<file path="src/rtl/bus_arbiter.sv">
// bus_arbiter: four-master round-robin arbiter for the shared system bus.
// Ownership parks on the last owner, so exactly one active-low grant is
// asserted at all times. An optional hold limit forces rotation when one
// master keeps the bus while others wait. Every output comes straight from
// a flop, so no request input has a combinational path to any output.
module bus_arbiter #(
    parameter int unsigned MAX_HOLD = 0,  // contested cycles before preemption, 0 = never
    parameter int unsigned HOLD_W   = 8   // hold counter width, MAX_HOLD < 2**HOLD_W
) (
    input  logic       clk,
    input  logic       reset,
    input  logic       m0_req_,
    input  logic       m1_req_,
    input  logic       m2_req_,
    input  logic       m3_req_,
    output logic       m0_grnt_,
    output logic       m1_grnt_,
    output logic       m2_grnt_,
    output logic       m3_grnt_,
    output logic [1:0] owner,
    output logic       preempt
);

    // Which of the four next-state rules applies this cycle.
    typedef enum logic [1:0] {
        DEC_KEEP    = 2'd0,  // owner still requesting, under the hold limit
        DEC_PREEMPT = 2'd1,  // owner still requesting, hold limit hit while contested
        DEC_RELEASE = 2'd2,  // owner dropped its request and someone else is waiting
        DEC_PARK    = 2'd3   // nobody is requesting
    } decision_e;

    localparam logic [HOLD_W-1:0] MAX_HOLD_C = HOLD_W'(MAX_HOLD);
    localparam bit                HOLD_EN    = (MAX_HOLD != 0);

    // State flops and their next-state values.
    logic [1:0]        owner_q,    owner_d;
    logic [HOLD_W-1:0] hold_cnt_q, hold_cnt_d;
    logic              preempt_q,  preempt_d;
    logic [3:0]        grnt_n_q,   grnt_n_d;

    // Arbitration terms.
    logic [3:0] req;          // active-high copy of the request lines
    logic [3:0] owner_mask;   // one-hot of the current owner
    logic       owner_req;
    logic       contested;
    logic       hold_limit;
    logic       next_found;
    logic [1:0] next_idx;
    decision_e  decision;

    // Scan owner+1, owner+2, owner+3 (mod 4) and return the first requester.
    // The owner itself is deliberately never a candidate here.
    function automatic logic [2:0] pick_next(input logic [3:0] r, input logic [1:0] cur);
        logic [2:0] res;
        logic [1:0] cand;
        res = {1'b0, cur};
        for (int k = 3; k >= 1; k--) begin
            // Walking from the farthest candidate to the nearest leaves the
            // lowest rotational distance as the final winner.
            cand = cur + 2'(k);
            if (r[cand]) begin
                res = {1'b1, cand};
            end
        end
        return res;
    endfunction

    // Request decode and contention detection.
    always_comb begin
        // NOTE: every always_comb output gets a default first, so no path
        // through the block can leave it unassigned and infer a latch.
        req        = ~{m3_req_, m2_req_, m1_req_, m0_req_};
        owner_mask = 4'b0001 << owner_q;
        owner_req  = |(req & owner_mask);
        contested  = |(req & ~owner_mask);
        hold_limit = HOLD_EN && (hold_cnt_q >= MAX_HOLD_C);
        {next_found, next_idx} = pick_next(req, owner_q);
    end

    // Select the applicable rule in priority order.
    always_comb begin
        decision = DEC_PARK;
        if (owner_req) begin
            if (hold_limit && contested) begin
                decision = DEC_PREEMPT;
            end else begin
                decision = DEC_KEEP;
            end
        end else if (next_found) begin
            decision = DEC_RELEASE;
        end
    end

    // Next owner, hold counter and preempt pulse from the chosen rule.
    always_comb begin
        owner_d    = owner_q;
        hold_cnt_d = '0;
        preempt_d  = 1'b0;
        unique case (decision)
            DEC_KEEP: begin
                // Count only cycles where someone else is waiting; saturate.
                if (contested && (hold_cnt_q != '1)) begin
                    hold_cnt_d = hold_cnt_q + 1'b1;
                end else if (contested) begin
                    hold_cnt_d = hold_cnt_q;
                end
            end
            DEC_PREEMPT: begin
                owner_d   = next_idx;
                preempt_d = 1'b1;
            end
            DEC_RELEASE: begin
                owner_d = next_idx;
            end
            DEC_PARK: begin
                owner_d = owner_q;
            end
            default: begin
                owner_d = owner_q;
            end
        endcase
        // Grants are registered alongside the owner so they switch on the
        // same edge and never glitch.
        grnt_n_d = ~(4'b0001 << owner_d);
    end

    // State register; reset hands the bus to master 0 immediately.
    always_ff @(posedge clk or posedge reset) begin
        // NOTE: sequential state uses non-blocking assignments so every flop
        // samples the pre-edge values, independent of statement order.
        if (reset) begin
            owner_q    <= 2'd0;
            hold_cnt_q <= '0;
            preempt_q  <= 1'b0;
            grnt_n_q   <= 4'b1110;
        end else begin
            owner_q    <= owner_d;
            hold_cnt_q <= hold_cnt_d;
            preempt_q  <= preempt_d;
            grnt_n_q   <= grnt_n_d;
        end
    end

    // Outputs are direct flop copies.
    assign owner    = owner_q;
    assign preempt  = preempt_q;
    assign m0_grnt_ = grnt_n_q[0];
    assign m1_grnt_ = grnt_n_q[1];
    assign m2_grnt_ = grnt_n_q[2];
    assign m3_grnt_ = grnt_n_q[3];

endmodule

</file>
<file path="config.mk">
export PLATFORM = sky130hd
export DESIGN_NAME = bus_arbiter
export DESIGN_NICKNAME = d
export VERILOG_FILES = /design/src/rtl/bus_arbiter.sv
export SDC_FILE = /design/constraint.sdc
export NUM_CORES = 1
export LEC_CHECK = 0
export CAP_MARGIN = 20
export CORE_MARGIN = 2
export CORE_UTILIZATION = 25
export DETAILED_ROUTE_END_ITERATION = 8
export GPL_ROUTABILITY_DRIVEN = 0
export GPL_TIMING_DRIVEN = 0
export PLACE_DENSITY = 0.45
export SLEW_MARGIN = 40
export SYNTH_ARGS = -nofsm -noshare
export SYNTH_HDL_FRONTEND = slang
export SYNTH_SLANG_ARGS = --single-unit
</file>
<file path="constraint.sdc">
create_clock -name clk -period 2.8 [get_ports clk]
set_input_delay 0.28 -clock clk [delete_from_list [all_inputs] [get_ports clk]]
set_output_delay 0.28 -clock clk [all_outputs]
set_load 0.02 [all_outputs]
</file>
---- Word level (Yosys, flattened, before mapping) ----
Index checks and enable logic that the tools add are counted.
storage, ports and cells
  register bits after elaboration ......... 7
  bits of input ports ..................... 6
  output and inout port bits .............. 7
  logic and storage cells ................. 31
cells by class
  $add $sub $neg .......................... 3
  $lt $le $gt $ge ......................... 3
  equality and inequality tests ........... 2
  shift-type cells ........................ 2
  mux-type cells .......................... 13
  bitwise logic cells ..................... 3
  reduce and logical (&&, ||, !) cells .... 2
operator list
  kind                                                                          count
  2-bit by 3-bit less-than comparator with 1-bit output, second input constant  3
  3-bit 2-to-1 mux                                                              3
  4-bit inverter                                                                2
  1-bit by 2-bit left shift with 4-bit output, first input constant             2
  1-bit binary-select mux with 2-bit select                                     3
  1-bit 2-to-1 mux                                                              5
  2-bit adder, second input constant                                            2
  4-bit bitwise AND                                                             1
  2-bit 2-to-1 mux                                                              2
  4-bit OR reduction                                                            1
  2-bit by 1-bit adder with 2-bit output, second input constant                 1
  2-bit by 1-bit == test with 1-bit output, second input constant               1
  2-bit == test, second input constant                                          1
  2-bit OR reduction                                                            1

---- Logic depth before layout (Yosys ltp) ----
Gate-level depths: netlist of the first run.
  depth in word-level cells ............... 13
  gate-level depth with buffers ........... 8
  gate-level depth less buffers ........... 7

---- Least setup slack after synthesis of the first run ----
OpenSTA, ideal clock, no wires.
  path kind ............................... reg-to-reg
  from .................................... register owner_q[0], in the netlist owner[0]
  to ...................................... register grnt_n_q[2]
  library setup time ...................... 93 ps
  arrival ................................. 2,115 ps
  setup slack ............................. 592 ps
  cell stages (with the launch flop) ...... 9
  buffers on the path ..................... 1
  path through ............................ dfrtp_1 clkbuf_4 inv_2 ha_1 nand2b_1 nand4_2 or3_4 o41ai_2 mux2i_1
on the way
  longest elaborated chain between the ends .. 13
  elaborated cells on any way between the ends .. 23
ends and longest elaborated chain
  element                                                                           line  RTL
  from (decl)                                                                       36    logic [1:0] owner_q, owner_d;
  from (signal assigned)                                                            137   owner_q <= owner_d;
  2-bit adder                                                                       60    cand = cur + 2'(k);
  1-bit binary-select mux with 2-bit select                                         61    if (r[cand]) begin
  1-bit 2-to-1 mux (implied by the code)                                            61
  3-bit 2-to-1 mux (3 in series)                                                    61
  1-bit 2-to-1 mux                                                                  89    end else if (next_found) begin
  2-bit 2-to-1 mux                                                                  83    if (owner_req) begin
  2-bit by 1-bit == test with 1-bit output / 2-bit == test (equally long branches)  99    unique case (decision)
  2-bit OR reduction (no line)                                                      -
  2-bit 2-to-1 mux (*)                                                              99
  1-bit by 2-bit left shift with 4-bit output (*)                                   124   grnt_n_d = ~(4'b0001 << owner_d);
  4-bit inverter (*)                                                                124
  net grnt_n_d[2]                                                                   39    logic [3:0] grnt_n_q, grnt_n_d;
  to (signal assigned)                                                              140   grnt_n_q <= grnt_n_d;
  to (decl)                                                                         39
The timed path passes the listed nets; every way through them passes the cells marked *. The select of a mux whose other input is x is not followed.

---- Worst setup path in the final report of the first run ----
  from .................................... register owner_q[0], in the netlist owner[0]
  to ...................................... register grnt_n_q[3]
Same word-level chain as after synthesis.

==> results.cfg, run 1 <==
[yosys]
synth-async-reset-ratio = 1.000
sequential_fraction_of_the_synthesis_area = 0.2979
synth_area_leader_cell = dfrtp_1
synth_edf_count = 0
synth_cells = 61
synthTopCellsByArea = dfrtp_1 (17%), dfstp_2 (13%), ha_1 (8.3%)
synth.top_cell.area_share = 0.1667
synth-warning-count = 0
post_synth_most_frequent_cells = inv_1 (5), dfrtp_1 (4), ha_1 (4), mux2i_1 (4), nand2b_1 (4)
post_synth_num_cell_types = 35
mappedNetlistNets = 71
synth_top_flop_cell = dfrtp_1
mappedNetlistArea_sq_um = 600.6
synth.ff_latch_count = 7
most_used_standard_cell_by_instance_count_after_synthesis = inv_1
syn_area_per_cell_sq_um = 9.846

[hold_path]
timing.hold.worst.class = input port to async pin

[power_and_ir_drop]
power_per_cell_area_nw_per_um2 = 1209
p_leak_nw = 0.3340
worst_ir_drop_vdd_mv = 0.5260
report.power.total_mw = 0.9452

[timing]
finalWorstPathRequiredPeriod_ps = 2318
layout_worst_path_cycle_share = 0.8279
maxSlewViolCount = 0
timing.final.setup_violations = 0
finClkSkew_ps = 1.717
rsz_0062_raised_after_global_routing = no
max_freq_mhz = 431.4
hold_slack_ps = 266.6
setup_tns_ps = 0
final-hold-violation-count = 0

[floorplan]
floorplan.io_pins = 13
die-height_microns = 53.02
fp.dieW_microns = 53.02
area_of_the_die_sq_um = 2811
placeableCoreArea_sq_um = 2233
placement_rows = 17
initial_core_util = 0.2689

[routing]
routed-via-count = 519
dr.first_iter.drc_count = 9
postRouteWirelength_mm = 1.352
wire_per_inst_microns = 12.88
antenna_left = 0
drt_first_pass_iters = 4
remaining_drc_errors = 0
drt-vias-per-instance = 4.943

[finish]
share_of_post_route_cells_with_drive_strength_above_1 = 0.2208
final-instance-count-excl-fill = 105
n_fill_cell = 226
num_antenna_cells = 0
finalInstanceArea_sq_um = 782.0
total_area_of_multi_input_combinational_cells_sq_um = 386.6
storage_cell_area_sq_um = 178.9
finish.net_count = 88
area_growth_syn_to_layout_pct = 30.21

[run_status]
result_of_the_run = completed

[global_routing]
grt.overflow.total = 0
grt_pass1_wl_mm = 2.346
globalRouteTotalUtil = 0.1124
via_count_of_the_first_global_routing_pass = 501
antenna_found_initial = 0
largest_net_degree_at_the_start_of_global_routing = 11

[worst_setup_path]
worst_setup_path_end_kind = flop
timing_worst_setup_path_type = flop to flop
crit_required_ps = 2950
worst-endpoint-arrival_ps = 2470
timing.reg2reg.worst_path_depth = 8
crit-reg2reg-launch = owner[0]$_DFF_PP0_
critical_path_fanouts_max = 10
slack_of_the_worst_reg_to_reg_path_ps = 480
worstReg2RegEnd = grnt_n_q[3]$_DFF_PP1_
worstSetupStartpointType = flop

[placement]
io_buffer_count = 12
place_inst = 101
hpwl_mm = 1.013
post_dp_cell_area_sq_um = 755.7

[cts]
cts_made_buffers = 3
cts.path.max_buffers = 2
post-cts-setup-buffer-count = 0
cts.root.buffer_cell = clkbuf_4
post_cts_repair_resize_count = 0
cts-hold-fix-buffers = 0
tritoncts_clock_tree = yes
clk-insertion-delay-late_ps = 240
h-tree-depth = 1
clock_pin_slew_reported_for_the_worst_setup_and_hold_paths_after_clock_tree_synthesis_ps = 50
clock_sinks = 7

[run]
max-cap-violations = 0
[cell families (layout without fill, tap and decap cells)]
family                   count (synthesis)  in the layout  share of synthesized area
AO/OA/AOI/OAI                           20             20                     0.2584
AND/OR/NAND/NOR                         15             15                     0.1771
buffers and inverters                    8             24                    0.05833
flip-flops                               7              7                     0.2979
multiplexers                             5              5                     0.1042
adder cells (fa/ha/maj)                  4              4                    0.08334
other                                    1              1                   0.006244
XOR/XNOR                                 1              1                    0.01459
[cells in the final DEF, fill, tap and decap left out, types with 2 or more instances in the layout]
cell,n
clkdlybuf4s50_1,12
a21oi_1,2
o221ai_1,3
dfrtp_1,4
inv_1,5
o21ai_0,3
ha_1,4
clkbuf_4,4
nand2_1,2
o31ai_1,2
o22ai_1,2
nand2b_1,4
mux2i_1,4
dfstp_2,3
[critical path, stage by stage (launching register included)]
cell,delay [ps]
dfrtp_1,500
clkbuf_4,280
inv_2,90
ha_1,200
nand2b_1,80
nand4_2,140
or3_4,410
o41ai_2,390
mux2i_1,140
[metal layers]
layer	global-route usage	wire length, microns	vias up
li1	-	-	263
met1	0.1566	699	247
met2	0.1750	605	9
met3	0.03390	47	0
met4	0.01282	0	0
met5	0	0	-
[stage by stage]
step | setup WS (ps) | util
floorplan | 592.1 | -
global placement | 461.5 | 0.3384
detailed placement | 446.3 | 0.3384
CTS | 437.0 | 0.3501
global route | 280.8 | 0.3501
finish | 481.8 | 0.3501
[how the worst max path moves through the flow]
| stage | start | to | slack [ps] | cells past startpoint |
|---|---|---|---|---|
| after floorplan | owner[0]$_DFF_PP0_ | grnt_n_q[2]$_DFF_PP1_ | 590 | 8 |
| after global placement | owner[0]$_DFF_PP0_ | grnt_n_q[3]$_DFF_PP1_ | 460 | 8 |
| after detailed placement | owner[0]$_DFF_PP0_ | grnt_n_q[3]$_DFF_PP1_ | 450 | 8 |
| after CTS | owner[0]$_DFF_PP0_ | grnt_n_q[3]$_DFF_PP1_ | 440 | 8 |
| after global routing | owner[0]$_DFF_PP0_ | grnt_n_q[3]$_DFF_PP1_ | 280 | 8 |
| final | owner[0]$_DFF_PP0_ | grnt_n_q[3]$_DFF_PP1_ | 480 | 8 |
[report_power, final]
group | internal, mW | switching, mW | total [mW] | leakage, nW
Clock | 0.0543 | 0.0356 | 0.0899 | 0.0150
Combinational | 0.294 | 0.368 | 0.663 | 0.241
Sequential | 0.159 | 0.0340 | 0.193 | 0.0784
[final cells by class]
type / instances / share of cell area
Buffer: 2 / 0.01600
Sequential cell: 7 / 0.2288
Multi-Input combinational cell: 46 / 0.4944
Clock buffer: 4 / 0.03360
Tap cell: 28 / 0.04480
Timing Repair Buffer: 12 / 0.1536
Inverter: 6 / 0.02880
[state kept, by name, summed over array words and instances (netlist names)]
| name | flops |
|---|---|
| grnt_n_q | 4 |
| owner | 2 |
| preempt | 1 |
No activity file was read; power rests on OpenSTA's default activity.
==> run 2, diff against run 1 <==
==> constraint.sdc (replaced) <==
create_clock -name clk -period 2.4 [get_ports clk]
set_input_delay 0.24 -clock clk [delete_from_list [all_inputs] [get_ports clk]]
set_output_delay 0.24 -clock clk [all_outputs]
set_load 0.02 [all_outputs]
==> run 2 against run 1 <==
Critical path depth did not move. Clock skew about the same. Final area grew 0.16%. Non-clock buffer count did not move. Clock power rose by 17%. Wire length is 0.52% lower.
==> results.cfg, run 2 (synthesis results as in run 1) <==
[power_and_ir_drop]
power_per_cell_area_nw_per_um2 = 1412
worst_ir_drop_vdd_mv = 0.6171
p_leak_nw = 0.3332

[hold_path]
timing.hold.worst.class = input port to async pin

[finish]
largest_reg_flops = 4
share_of_post_route_cells_with_drive_strength_above_1 = 0.2338
layout.cells.most_common_list = clkdlybuf4s50_1 (12), inv_1 (5), mux2i_1 (4), nand2b_1 (4), ha_1 (4)
finish.net_count = 88
final-instance-count-excl-fill = 105
area_growth_syn_to_layout_pct = 30.42
finalCoreUtilization = 0.3507
final_common_cell = clkdlybuf4s50_1
num_antenna_cells = 0
registers.top_by_ff_count = grnt_n_q

[routing]
remaining_drc_errors = 0
postRouteWirelength_mm = 1.345
drt-vias-per-instance = 4.933
drt_first_pass_iters = 4
wire_per_inst_microns = 12.81
dr.first_iter.drc_count = 9
routed-via-count = 518
antenna_left = 0

[global_routing]
antenna_found_initial = 0
via_count_of_the_first_global_routing_pass = 501
globalRouteTotalUtil = 0.1124
grt_pass1_wl_mm = 2.346
grt.overflow.total = 0
largest_net_degree_at_the_start_of_global_routing = 11

[timing]
max_freq_mhz = 457.4
rsz_0062_raised_after_global_routing = no
layout_worst_path_cycle_share = 0.9109
final-hold-violation-count = 0
finClkSkew_ps = 1.732
setup_tns_ps = 0
timing.final.setup_violations = 0
finalWorstPathRequiredPeriod_ps = 2186
maxSlewViolCount = 0

[worst_setup_path]
timing_worst_setup_path_type = flop to flop
crit_required_ps = 2550
worstSetupStartpointType = flop
worst_setup_path_end_kind = flop
worst-endpoint-arrival_ps = 2340
critical_path_fanouts_max = 10

[cts]
clock_sinks = 7
h-tree-depth = 1
cts-hold-fix-buffers = 0
tritoncts_clock_tree = yes
cts.path.max_buffers = 2
cts_made_buffers = 3
cts.root.buffer_cell = clkbuf_4
clk-insertion-delay-late_ps = 240
clock_pin_slew_reported_for_the_worst_setup_and_hold_paths_after_clock_tree_synthesis_ps = 50

[placement]
hpwl_mm = 1.013
io_buffer_count = 12
place_inst = 101

[floorplan]
placement_rows = 17
area_of_the_die_sq_um = 2811
initial_core_util = 0.2689
die-height_microns = 53.02
placeableCoreArea_sq_um = 2233
fp.dieW_microns = 53.02
floorplan.io_pins = 13

[run_status]
result_of_the_run = completed

[run]
max-cap-violations = 0
run 2: cell types whose count changed in the layout (fill, tap and decap cells not counted):
cell and delta:
buf_4 +1, clkbuf_4 -1, dfrtp_1 -1, dfrtp_2 +1
run 2: area by class of cell:
| cell class | instances | area [sq um] |
|---|---|---|
| plain buffers | 2 | 12.51 |
| flip-flops and latches | 7 | 180.2 |
| fillers | 226 | 1450 |
| well taps | 28 | 35.03 |
| multi-input cells | 46 | 386.6 |
| clock buffers | 4 | 26.28 |
| repair buffers | 12 | 120.1 |
| inverters | 6 | 22.52 |
run 2: worst paths after layout:
| check | start | end | slack [ps] | cells after the start |
|---|---|---|---|---|
| setup / recovery | owner[0]$_DFF_PP0_ | grnt_n_q[3]$_DFF_PP1_ | 210 | 8 |
| hold / removal | reset | preempt$_DFF_PP0_ | 230 | 2 |
| setup reg to reg | owner[0]$_DFF_PP0_ | grnt_n_q[3]$_DFF_PP1_ | 210 | 8 |
| hold reg to reg | owner[0]$_DFF_PP0_ | grnt_n_q[3]$_DFF_PP1_ | 760 | 2 |
| max in group asynchronous | reset | grnt_n_q[1]$_DFF_PP1_ | 1900 | 2 |
| min in group clk | owner[0]$_DFF_PP0_ | grnt_n_q[3]$_DFF_PP1_ | 760 | 2 |
run 2: worst max-delay path, cell delays in order, from the launching register on:
cell	delay (ps)
dfrtp_2	440
buf_4	210
inv_2	90
ha_1	200
nand2b_1	80
nand4_2	130
or3_4	410
o41ai_2	390
mux2i_1	140
run 2: repair_timing:
item	CTS	global route
buffers inserted	0	0
resized for setup	0	2
setup endpoints to repair	0	4
run 2: metrics by stage:
stage | total power [mW] | hold slack [ps] | area, sq um | setup WS [ps]
CTS | 1.113 | 226.6 | 782.0 | 37.02
global placement | 1.012 | 483.9 | 755.7 | 61.48
finish | 1.106 | 226.5 | 783.3 | 213.8
global route | 1.210 | 253.2 | 783.3 | 29.82
floorplan | 0.7926 | 41.22 | 600.6 | 192.1
detailed placement | 0.9996 | 494.3 | 755.7 | 46.34
run 2: per-layer routing:
layer,vias to the layer above,track usage,wire (microns)
li1,262,-,-
met1,246,0.1566,694
met2,10,0.1750,606
met3,0,0.03390,44
met4,0,0.01282,0
met5,-,0,0
run 2: report_power, final:
part / internal (mW) / total [mW] / switching, mW
Sequential: 0.187 / 0.227 / 0.0398
Combinational: 0.345 / 0.774 / 0.429
Clock: 0.0633 / 0.105 / 0.0415
Total: 0.595 / 1.11 / 0.511
==> run 3, diff against run 2 <==
--- a/config.mk
+++ b/config.mk
@@ -6,12 +6,15 @@
 export NUM_CORES = 1
 export LEC_CHECK = 0
 export CAP_MARGIN = 20
+export CELL_PAD_IN_SITES_DETAIL_PLACEMENT = 1
+export CELL_PAD_IN_SITES_GLOBAL_PLACEMENT = 2
 export CORE_MARGIN = 2
 export CORE_UTILIZATION = 25
 export DETAILED_ROUTE_END_ITERATION = 8
 export GPL_ROUTABILITY_DRIVEN = 0
 export GPL_TIMING_DRIVEN = 0
-export PLACE_DENSITY = 0.45
+export PLACE_DENSITY = 0.66
+export RECOVER_POWER = 50
 export SLEW_MARGIN = 40
 export SYNTH_ARGS = -nofsm -noshare
 export SYNTH_HDL_FRONTEND = slang
==> run 3 against run 2 <==
Via count shrank 1.2%. Non-clock buffer count unchanged. Sequential share of layout area did not move. Global-route usage is 0.53 points higher. Largest cell class unchanged. Worst setup slack got worse by 16 ps. Register-to-register slack got worse by 20 ps. Highest routed layer unchanged.
==> results.cfg, run 3 (synthesis results as in run 1) <==
[run_status]
result_of_the_run = completed

[cts]
tritoncts_clock_tree = yes
cts.root.buffer_cell = clkbuf_4
clock_sinks = 7
clk-insertion-delay-late_ps = 250
cts_made_buffers = 3
clock_pin_slew_reported_for_the_worst_setup_and_hold_paths_after_clock_tree_synthesis_ps = 50
post-cts-setup-buffer-count = 0
h-tree-depth = 1
cts.path.max_buffers = 2

[global_routing]
globalRouteTotalUtil = 0.1177
via_count_of_the_first_global_routing_pass = 515
largest_net_degree_at_the_start_of_global_routing = 11
grt_pass1_wl_mm = 2.421
grt.overflow.total = 0
antenna_found_initial = 0

[finish]
finish.net_count = 88
num_antenna_cells = 0
finalCoreUtilization = 0.3507
layout.cells.most_common_list = clkdlybuf4s50_1 (8), inv_1 (5)
final_common_cell = clkdlybuf4s50_1
registers.top_by_ff_count = grnt_n_q
n_fill_cell = 273
largest_reg_flops = 4
area_growth_syn_to_layout_pct = 30.42
share_of_post_route_cells_with_drive_strength_above_1 = 0.2338
final-instance-count-excl-fill = 105

[routing]
routed-via-count = 512
antenna_left = 0
wire_per_inst_microns = 12.91
drt_first_pass_iters = 3
dr.first_iter.drc_count = 3
postRouteWirelength_mm = 1.356
drt-vias-per-instance = 4.876
remaining_drc_errors = 0

[worst_setup_path]
cp_cell_sequence = clkbuf_4 > inv_2 > ha_1 > nand2b_1 > nand4_2 > or3_4 > o41ai_2 > mux2i_1
peak_per_stage_delay_on_the_critical_path_ps = 450
critical_path_fanouts_max = 10
worst-endpoint-arrival_ps = 2360
worst_setup_path_end_kind = flop
worstSetupStartpointType = flop
timing_worst_setup_path_type = flop to flop
critical_path.slowest_cell = dfrtp_2
crit_required_ps = 2560
path_delay_family = simple AND/OR/NAND/NOR gates
worstPathBufferInverterCount = 2

[placement]
place_inst = 101
io_buffer_count = 12
pre_cts_ws_ps = 77.83
hpwl_mm = 1.090

[floorplan]
initial_core_util = 0.2689
die-height_microns = 53.02
placement_rows = 17
area_of_the_die_sq_um = 2811
fp.dieW_microns = 53.02
placeableCoreArea_sq_um = 2233
floorplan.io_pins = 13

[timing]
rsz_0062_raised_after_global_routing = no
final-hold-violation-count = 0
finalWorstPathRequiredPeriod_ps = 2203
post-route-worst-setup-slack_ps = 197.5
maxSlewViolCount = 0
timing.final.setup_violations = 0
max_freq_mhz = 454.0
layout_worst_path_cycle_share = 0.9177
setup_tns_ps = 0
finClkSkew_ps = 0.3708

[power_and_ir_drop]
report.power.total_mw = 1.098
power_per_cell_area_nw_per_um2 = 1401
p_leak_nw = 0.3342
worst_ir_drop_vdd_mv = 0.6117

[hold_path]
timing.hold.worst.class = input port to async pin

[run]
max-cap-violations = 0
==> run 3: cell count changes in the layout (fill, tap and decap cells not counted) <==
| cell | delta |
|---|---|
| buf_4 | -1 |
| clkbuf_4 | +1 |
| clkdlybuf4s50_1 | -4 |
| dlygate4sd3_1 | +4 |
==> run 3: metal layers <==
metal  GRT usage  wire [microns]  vias to the layer above
li1            -               -                      259
met3     0.05085              32                        0
met4     0.01282               0                        0
met1      0.1618             682                      247
met5           0               0                        -
met2      0.1750             640                        6
==> run 3: final cells by class <==
type                       count  area [sq um]  share of cell area
inverter                       6         22.52             0.02875
multi-input combinational     46         386.6              0.4936
buffer                         2         12.51             0.01597
clock buffer                   4         26.28             0.03355
sequential                     7         180.2              0.2300
tap                           28         35.03             0.04473
timing repair buffer          12         120.1              0.1534
==> run 3: report_power, final <==
group | switching (mW) | internal (mW) | leakage, nW | total (mW)
combinational | 0.430 | 0.337 | 0.242 | 0.768
clock | 0.0407 | 0.0633 | 0.0150 | 0.104
sequential | 0.0391 | 0.187 | 0.0774 | 0.226
total | 0.510 | 0.587 | 0.334 | 1.10
==> run 3: path summary, 6_finish.rpt <==
path / from / to / slack (ps) / depth (start not counted)
worst max-delay path: owner[0]$_DFF_PP0_ / grnt_n_q[2]$_DFF_PP1_ / 200 / 8
worst min-delay path: reset / preempt$_DFF_PP0_ / 350 / 2
worst max register to register: owner[0]$_DFF_PP0_ / grnt_n_q[2]$_DFF_PP1_ / 200 / 8
worst min register to register: owner[0]$_DFF_PP0_ / grnt_n_q[3]$_DFF_PP1_ / 790 / 2
max in group asynchronous: reset / grnt_n_q[1]$_DFF_PP1_ / 1780 / 2
min in group clk: owner[0]$_DFF_PP0_ / grnt_n_q[3]$_DFF_PP1_ / 790 / 2
==> run 3: repair_timing <==
item                                    in CTS  in global routing
hold buffers                                 0                  0
endpoints found under the setup margin       0                  4
resized for setup                            0                  1
==> run 3: per-stage QoR <==
| step | area [sq um] | hold WS, ps |
|---|---|---|
| 2_1_floorplan | 600.6 | 41.22 |
| 3_3_place_gp | 755.7 | 479.1 |
| 3_5_place_dp | 755.7 | 483.7 |
| 4_1_cts | 782.0 | 210.2 |
| 5_1_grt | 783.3 | 368.8 |
| 6_report | 783.3 | 352.3 |
